$ cat src/rtl/wshb_arb_pkg.sv
// Shared types and helpers for the two-master Wishbone arbiter.
package wshb_arb_pkg;

  localparam int NB_MASTERS = 2;

  typedef enum logic [1:0] {
    IDLE,
    GRANT0,
    GRANT1
  } arb_state_t;

  // Round-robin choice between the requesters: a lone requester wins,
  // and when both ask the one that was not served last wins.
  function automatic logic rr_pick(input logic [NB_MASTERS-1:0] req, input logic last);
    logic pick;
    pick = 1'b0;
    case (req)
      2'b01:   pick = 1'b0;
      2'b10:   pick = 1'b1;
      2'b11:   pick = ~last;
      default: pick = 1'b0;
    endcase
    return pick;
  endfunction

endpackage

$ cat src/rtl/wshb_arbiter2.sv
// Two-master, one-slave round-robin arbiter for the shared 16-bit Wishbone
// bus in front of the SDRAM controller. A grant is taken at Wishbone-cycle
// granularity and held until the owning master drops cyc, so bursts are never
// split. The grant itself is registered; the bus muxes are combinational.
module wshb_arbiter2
  import wshb_arb_pkg::*;
#(
  parameter int ADR_W      = 32,
  parameter int DATA_BYTES = 2
) (
  input  logic                      clk,
  input  logic                      rst,

  input  logic                      m0_cyc,
  input  logic                      m0_stb,
  input  logic                      m0_we,
  input  logic [ADR_W-1:0]          m0_adr,
  input  logic [8*DATA_BYTES-1:0]   m0_dat_ms,
  input  logic [DATA_BYTES-1:0]     m0_sel,
  input  logic [2:0]                m0_cti,
  input  logic [1:0]                m0_bte,
  output logic [8*DATA_BYTES-1:0]   m0_dat_sm,
  output logic                      m0_ack,

  input  logic                      m1_cyc,
  input  logic                      m1_stb,
  input  logic                      m1_we,
  input  logic [ADR_W-1:0]          m1_adr,
  input  logic [8*DATA_BYTES-1:0]   m1_dat_ms,
  input  logic [DATA_BYTES-1:0]     m1_sel,
  input  logic [2:0]                m1_cti,
  input  logic [1:0]                m1_bte,
  output logic [8*DATA_BYTES-1:0]   m1_dat_sm,
  output logic                      m1_ack,

  output logic                      s_cyc,
  output logic                      s_stb,
  output logic                      s_we,
  output logic [ADR_W-1:0]          s_adr,
  output logic [8*DATA_BYTES-1:0]   s_dat_ms,
  output logic [DATA_BYTES-1:0]     s_sel,
  output logic [2:0]                s_cti,
  output logic [1:0]                s_bte,
  input  logic [8*DATA_BYTES-1:0]   s_dat_sm,
  input  logic                      s_ack,

  output logic [1:0]                gnt
);

  arb_state_t state;
  logic       last;

  // Grant state machine: picks an owner from IDLE, holds it while cyc stays
  // high, and hands straight over to a waiting master when the owner lets go.
  always_ff @(posedge clk) begin
    if (rst) begin
      state <= IDLE;
      last  <= 1'b1;
      gnt   <= 2'b00;
    end else begin
      case (state)
        IDLE: begin
          if (m0_cyc || m1_cyc) begin
            if (rr_pick({m1_cyc, m0_cyc}, last)) begin
              state <= GRANT1;
              gnt   <= 2'b10;
            end else begin
              state <= GRANT0;
              gnt   <= 2'b01;
            end
          end
        end
        GRANT0: begin
          if (!m0_cyc) begin
            last <= 1'b0;
            if (m1_cyc) begin
              state <= GRANT1;
              gnt   <= 2'b10;
            end else begin
              state <= IDLE;
              gnt   <= 2'b00;
            end
          end
        end
        GRANT1: begin
          if (!m1_cyc) begin
            last <= 1'b1;
            if (m0_cyc) begin
              state <= GRANT0;
              gnt   <= 2'b01;
            end else begin
              state <= IDLE;
              gnt   <= 2'b00;
            end
          end
        end
        default: begin
          state <= IDLE;
          gnt   <= 2'b00;
        end
      endcase
    end
  end

  // Bus steering: the owner's signals go to the slave and only the owner sees
  // ack; read data is broadcast since ack is what qualifies it.
  always_comb begin
    s_cyc    = 1'b0;
    s_stb    = 1'b0;
    s_we     = 1'b0;
    s_adr    = '0;
    s_dat_ms = '0;
    s_sel    = '0;
    s_cti    = 3'b000;
    s_bte    = 2'b00;
    m0_ack   = 1'b0;
    m1_ack   = 1'b0;
    m0_dat_sm = s_dat_sm;
    m1_dat_sm = s_dat_sm;
    case (state)
      GRANT0: begin
        s_cyc    = m0_cyc;
        s_stb    = m0_stb;
        s_we     = m0_we;
        s_adr    = m0_adr;
        s_dat_ms = m0_dat_ms;
        s_sel    = m0_sel;
        s_cti    = m0_cti;
        s_bte    = m0_bte;
        m0_ack   = s_ack;
      end
      GRANT1: begin
        s_cyc    = m1_cyc;
        s_stb    = m1_stb;
        s_we     = m1_we;
        s_adr    = m1_adr;
        s_dat_ms = m1_dat_ms;
        s_sel    = m1_sel;
        s_cti    = m1_cti;
        s_bte    = m1_bte;
        m1_ack   = s_ack;
      end
      default: begin
        s_cyc = 1'b0;
        s_stb = 1'b0;
      end
    endcase
  end

endmodule

$ cat config.mk
export PLATFORM = sky130hd
export DESIGN_NAME = wshb_arbiter2
export DESIGN_NICKNAME = d
export VERILOG_FILES = /design/src/rtl/wshb_arb_pkg.sv /design/src/rtl/wshb_arbiter2.sv
export SDC_FILE = /design/constraint.sdc
export NUM_CORES = 1
export LEC_CHECK = 0
export CAP_MARGIN = 20
export CORE_AREA = 2 2 90 92
export DETAILED_ROUTE_END_ITERATION = 8
export DIE_AREA = 0 0 92 94
export PLACE_DENSITY = 0.7
export SYNTH_ARGS = -nofsm -noshare
export SYNTH_HDL_FRONTEND = slang
export SYNTH_SLANG_ARGS = --single-unit
$ cat constraint.sdc
create_clock -name clk -period 2 [get_ports clk]
set_input_delay 0.5 -clock clk [delete_from_list [all_inputs] [get_ports clk]]
set_output_delay 0.5 -clock clk [all_outputs]
set_load 0.1 [all_outputs]
* Yosys cells after proc, flatten, opt, wreduce, memory -nomap -nowiden
Index checks and enable logic that the tools add are counted.
Operators by class: equal/unequal tests 7, muxes and demuxes 24, bitwise operators 1, reductions and logical operators 5
Operator list (number):
- 32-bit case mux with 2 select lines | 1
- 16-bit case mux with 2 select lines | 1
- 2-bit 2-to-1 mux | 5
- 1-bit case mux with 2 select lines | 5
- 1-bit 2-to-1 mux | 8
- 2-bit case mux with 2 select lines | 2
- 2-bit == test, second input constant | 3
- 2-bit != test, second input constant | 3
- 2-bit case mux with 3 select lines | 1
- 3-bit case mux with 2 select lines | 1
- 3-bit AND reduction | 2
- 2-bit by 1-bit == test with 1-bit output, second input constant | 1
- 2-bit zero test | 1
- 2-bit nonzero test | 1
- 1-bit logical OR | 1
- 1-bit inverter | 1
Word-level totals: flip-flop bits (word level) 3, output and inout port bits 94

* Logic depth before layout (Yosys ltp)
word-level depth 8, depth in mapped cells 7

* Worst setup path after synthesis
OpenSTA, ideal clock, no wires.
kind reg-to-output, from register state[0], to output s_adr[0], arrival 3.236 ns, data required time 1.500 ns, setup slack -1.736 ns, cell stages (with the launch flop) 6, buffers on the path 2, cell sequence dfxtp_1 -> inv_1 -> ha_1 -> buf_2 -> clkbuf_1 -> nor2b_1
On the way: cells in the longest elaborated chain, start to end 2
RTL lines:
- start, declared | line wshb_arbiter2.sv:50 | arb_state_t state;
- start signal, assigned | line wshb_arbiter2.sv:57 | state <= IDLE;
- start signal, assigned | line wshb_arbiter2.sv:65 | state <= GRANT1;
- start signal, assigned | line wshb_arbiter2.sv:68 | state <= GRANT0;
- 2-bit == test or 2-bit by 1-bit == test with 1-bit output (tied branches) | line wshb_arbiter2.sv:120 | case (state)
- 32-bit case mux with 2 select lines (*) | line wshb_arbiter2.sv:120
- end, declared | line wshb_arbiter2.sv:39 | output logic [ADR_W-1:0] s_adr,
Mark *: on every way between the ends. The rest lies on a longest branch, timed or not.

* Worst setup path after layout
from register state[1], to output s_adr[30]
Same word-level chain as after synthesis.

==> flow_summary.json <==
{
  "coreArea_sq_um": 7610,
  "cp.required_ns": 1.50,
  "holdPathStages": 2,
  "fmax_mhz": 468,
  "async_reset_ff_frac": 0,
  "boundaryPins": 229,
  "r2r_slack_ns": 0.24,
  "cts_sinks": 3,
  "via_per_inst": 4.77,
  "cp.arrival_ns": 1.64,
  "die_h_um": 94,
  "whs_endpoint": "last",
  "cp_max_fo": 11,
  "seq_power_share": 0.030,
  "drt_iter0_drc": 36,
  "multi_input_area_sq_um": 1700,
  "finalWorstSetupSlack_ns": -0.139,
  "synth_ff_type": "dfxtp_1",
  "crit_path_end_kind": "primary output",
  "fin_crit_sh": 1.07,
  "seq_area_sq_um": 67.6,
  "dp_hpwl_um": 5570,
  "slew_viol_final": 0,
  "rsz0062_at_grt": "yes",
  "cts_made_buffers": 3,
  "cts_root_buf": "clkbuf_8",
  "whs_ns": 0.552,
  "cap_viol_max_count": 0,
  "ys.warnings.count": 0,
  "port-buffer-count": 180,
  "p_total_mw": 2.61,
  "post-place-cells": 438,
  "die_w_um": 92,
  "p_per_area_nw_per_um2": 548,
  "post-route-min-period_ns": 2.14,
  "critPathLaunchType": "flip-flop",
  "dr.pass1.iters": 4,
  "p_int_mw": 1.35,
  "ant_nets": 0,
  "diodes": 0,
  "gp_congestion": 0.794,
  "stdcell_count": 457,
  "setup_viol": 59,
  "ir_worst_vdd_mv": 0.220,
  "status": "finished with violations",
  "syn_area_sq_um": 1370,
  "grt_max_degree": 30,
  "leakage_nw": 1.58,
  "grt_pass1_vias": 2346,
  "sw_frac_of_total": 0.481,
  "yosysTopAreaCellShare": 0.318,
  "antenna_found_initial": 0,
  "place_ws_ns": -0.140,
  "pwr-share-clk": 0.069,
  "timing.rr.end": "state[0]",
  "drive_gt1_frac": 0.594,
  "worst_hold_path_type": "flip-flop to flip-flop",
  "fp.dieArea_sq_um": 8650,
  "clock_latency_ns": 0.22,
  "row_count": 32,
  "synthCells": 196,
  "grt_pass1_wl_um": 12000,
  "htreeDepth": 1,
  "fin_util": 0.626,
  "worst_pin_slew_ns": 0.291,
  "ys_types": 21,
  "rr_startpoint": "state[1]",
  "synth_top_cells_by_area": "a22oi_1 32%, nor2b_1 27%, buf_4 18%",
  "vias": 2180,
  "fill_cells": 575,
  "critPathKind": "flip-flop to primary output",
  "totalWireLength_um": 8470,
  "finalInstanceArea_sq_um": 4760,
  "cts_tree": "yes",
  "clkTransAtPathRegs_ns": 0.03,
  "p_comb_frac": 0.901,
  "yosys_register_bits": 3,
  "violations": "negative setup slack",
  "start_util": 0.180,
  "overflow": 0,
  "drc_errors": 0,
  "clockBufferDepth": 2,
  "relSlewSlack": 0.803,
  "avgSynthCellArea_sq_um": 6.98,
  "area_delta_synth_final_pct": 248,
  "synthesis.nets": 335,
  "p_sw_mw": 1.26,
  "nets": 495,
  "skew_ns": 0.00173,
  "yosys.area.top_type": "a22oi_1",
  "placed_area_sq_um": 4200,
  "hold_path_startpoint": "last",
  "wire_per_inst_um": 18.5,
  "synth-edff-count": 0,
  "synth_common_cells": "58 x a22oi_1, 58 x nor2b_1, 32 x buf_4",
  "synth-seq-area-share": 0.0439,
  "ff2ff_path_depth": 9,
  "grt_use_total": 0.178,
  "finalSetupTns_ns": -6.85,
  "finalHoldViolCount": 0,
  "cts_hold_buffers": 0
}
[final cells by class]
cell class | instances | share of cell area
Clock buffer | 4 | 0.00945
Inverter | 3 | 0.00394
Timing Repair Buffer | 207 | 0.589
Multi-Input combinational cell | 138 | 0.357
Sequential cell | 3 | 0.0142
Tap cell | 102 | 0.0268
[logic make-up (layout without fill, tap and decap cells)]
logic type | count (synthesis) | in the layout | share of synthesized area
adder cells (fa/ha/maj) | 4 | 4 | 0.0366
buffers and inverters | 55 | 214 | 0.250
flip-flops | 3 | 3 | 0.0439
AND/OR/NAND/NOR | 67 | 67 | 0.306
AO/OA/AOI/OAI | 67 | 67 | 0.363
[layout by cell type (no fill, tap or decap)]
master           count
clkdlybuf4s50_1    118
buf_12              67
nor2b_4             58
a22oi_2             51
buf_4               11
a22oi_1              7
buf_6                5
ha_4                 3
clkbuf_8             3
clkbuf_16            3
and2_4               2
a21oi_1              2
nor2_1               2
o21ai_0              2
nor4b_1              2
buf_16               2
dfxtp_4              2
inv_4                1
inv_6                1
nand2b_1             1
o21bai_1             1
or3b_1               1
a21oi_2              1
nand2_1              1
o2bb2ai_1            1
inv_1                1
o21a_1               1
a22o_1               1
ha_1                 1
clkbuf_1             1
dfxtp_1              1
buf_8                1
[metal layers]
metal / share of wire / GRT usage / up-vias
met3: 0.076 / 0.0289 / 22
met1: 0.32 / 0.169 / 1035
li1: - / - / 991
met2: 0.57 / 0.371 / 132
met5: 0 / 0 / -
met4: 0.029 / 0.0746 / 0
[power groups by stage]
stage               clock, mW  combinational (mW)  sequential (mW)
global placement            0                2.01           0.0779
detailed placement          0                2.03           0.0785
CTS                     0.182                2.25           0.0785
floorplan                   0                1.58            0.120
global route            0.183                2.44           0.0802
finish                  0.179                2.35           0.0790
[how the worst max path moves through the flow]
stage / depth (start not counted) / endpoint / slack [ns] / startpoint
global route: 7 / s_sel[1] / -0.19 / state[1]
finish: 6 / s_adr[30] / -0.14 / state[1]
floorplan: 5 / s_adr[0] / -0.20 / state[0]
CTS: 7 / s_adr[30] / -0.13 / state[1]
detailed placement: 5 / s_adr[5] / -0.14 / state[0]
global placement: 5 / s_stb / -0.09 / state[0]
[sequential cells by signal (all words and copies together), names as in the netlist]
name	flops
state	2
last	1
[worst max-delay path: stages (launching register included)]
cell and delay [ns]:
dfxtp_4 0.35, buf_6 0.13, inv_6 0.04, ha_4 0.36
clkbuf_16 0.19, nor2b_4 0.16, buf_12 0.18
[what timing repair did]
action / 4_1_cts / 5_1_grt
buffers inserted: 8 / 1
setup endpoints to repair: 59 / 60
pin swaps: 3 / 0
gates resized for setup: 48 / 14
cloned: 2 / 4
Power figures use the tool's default switching activity.
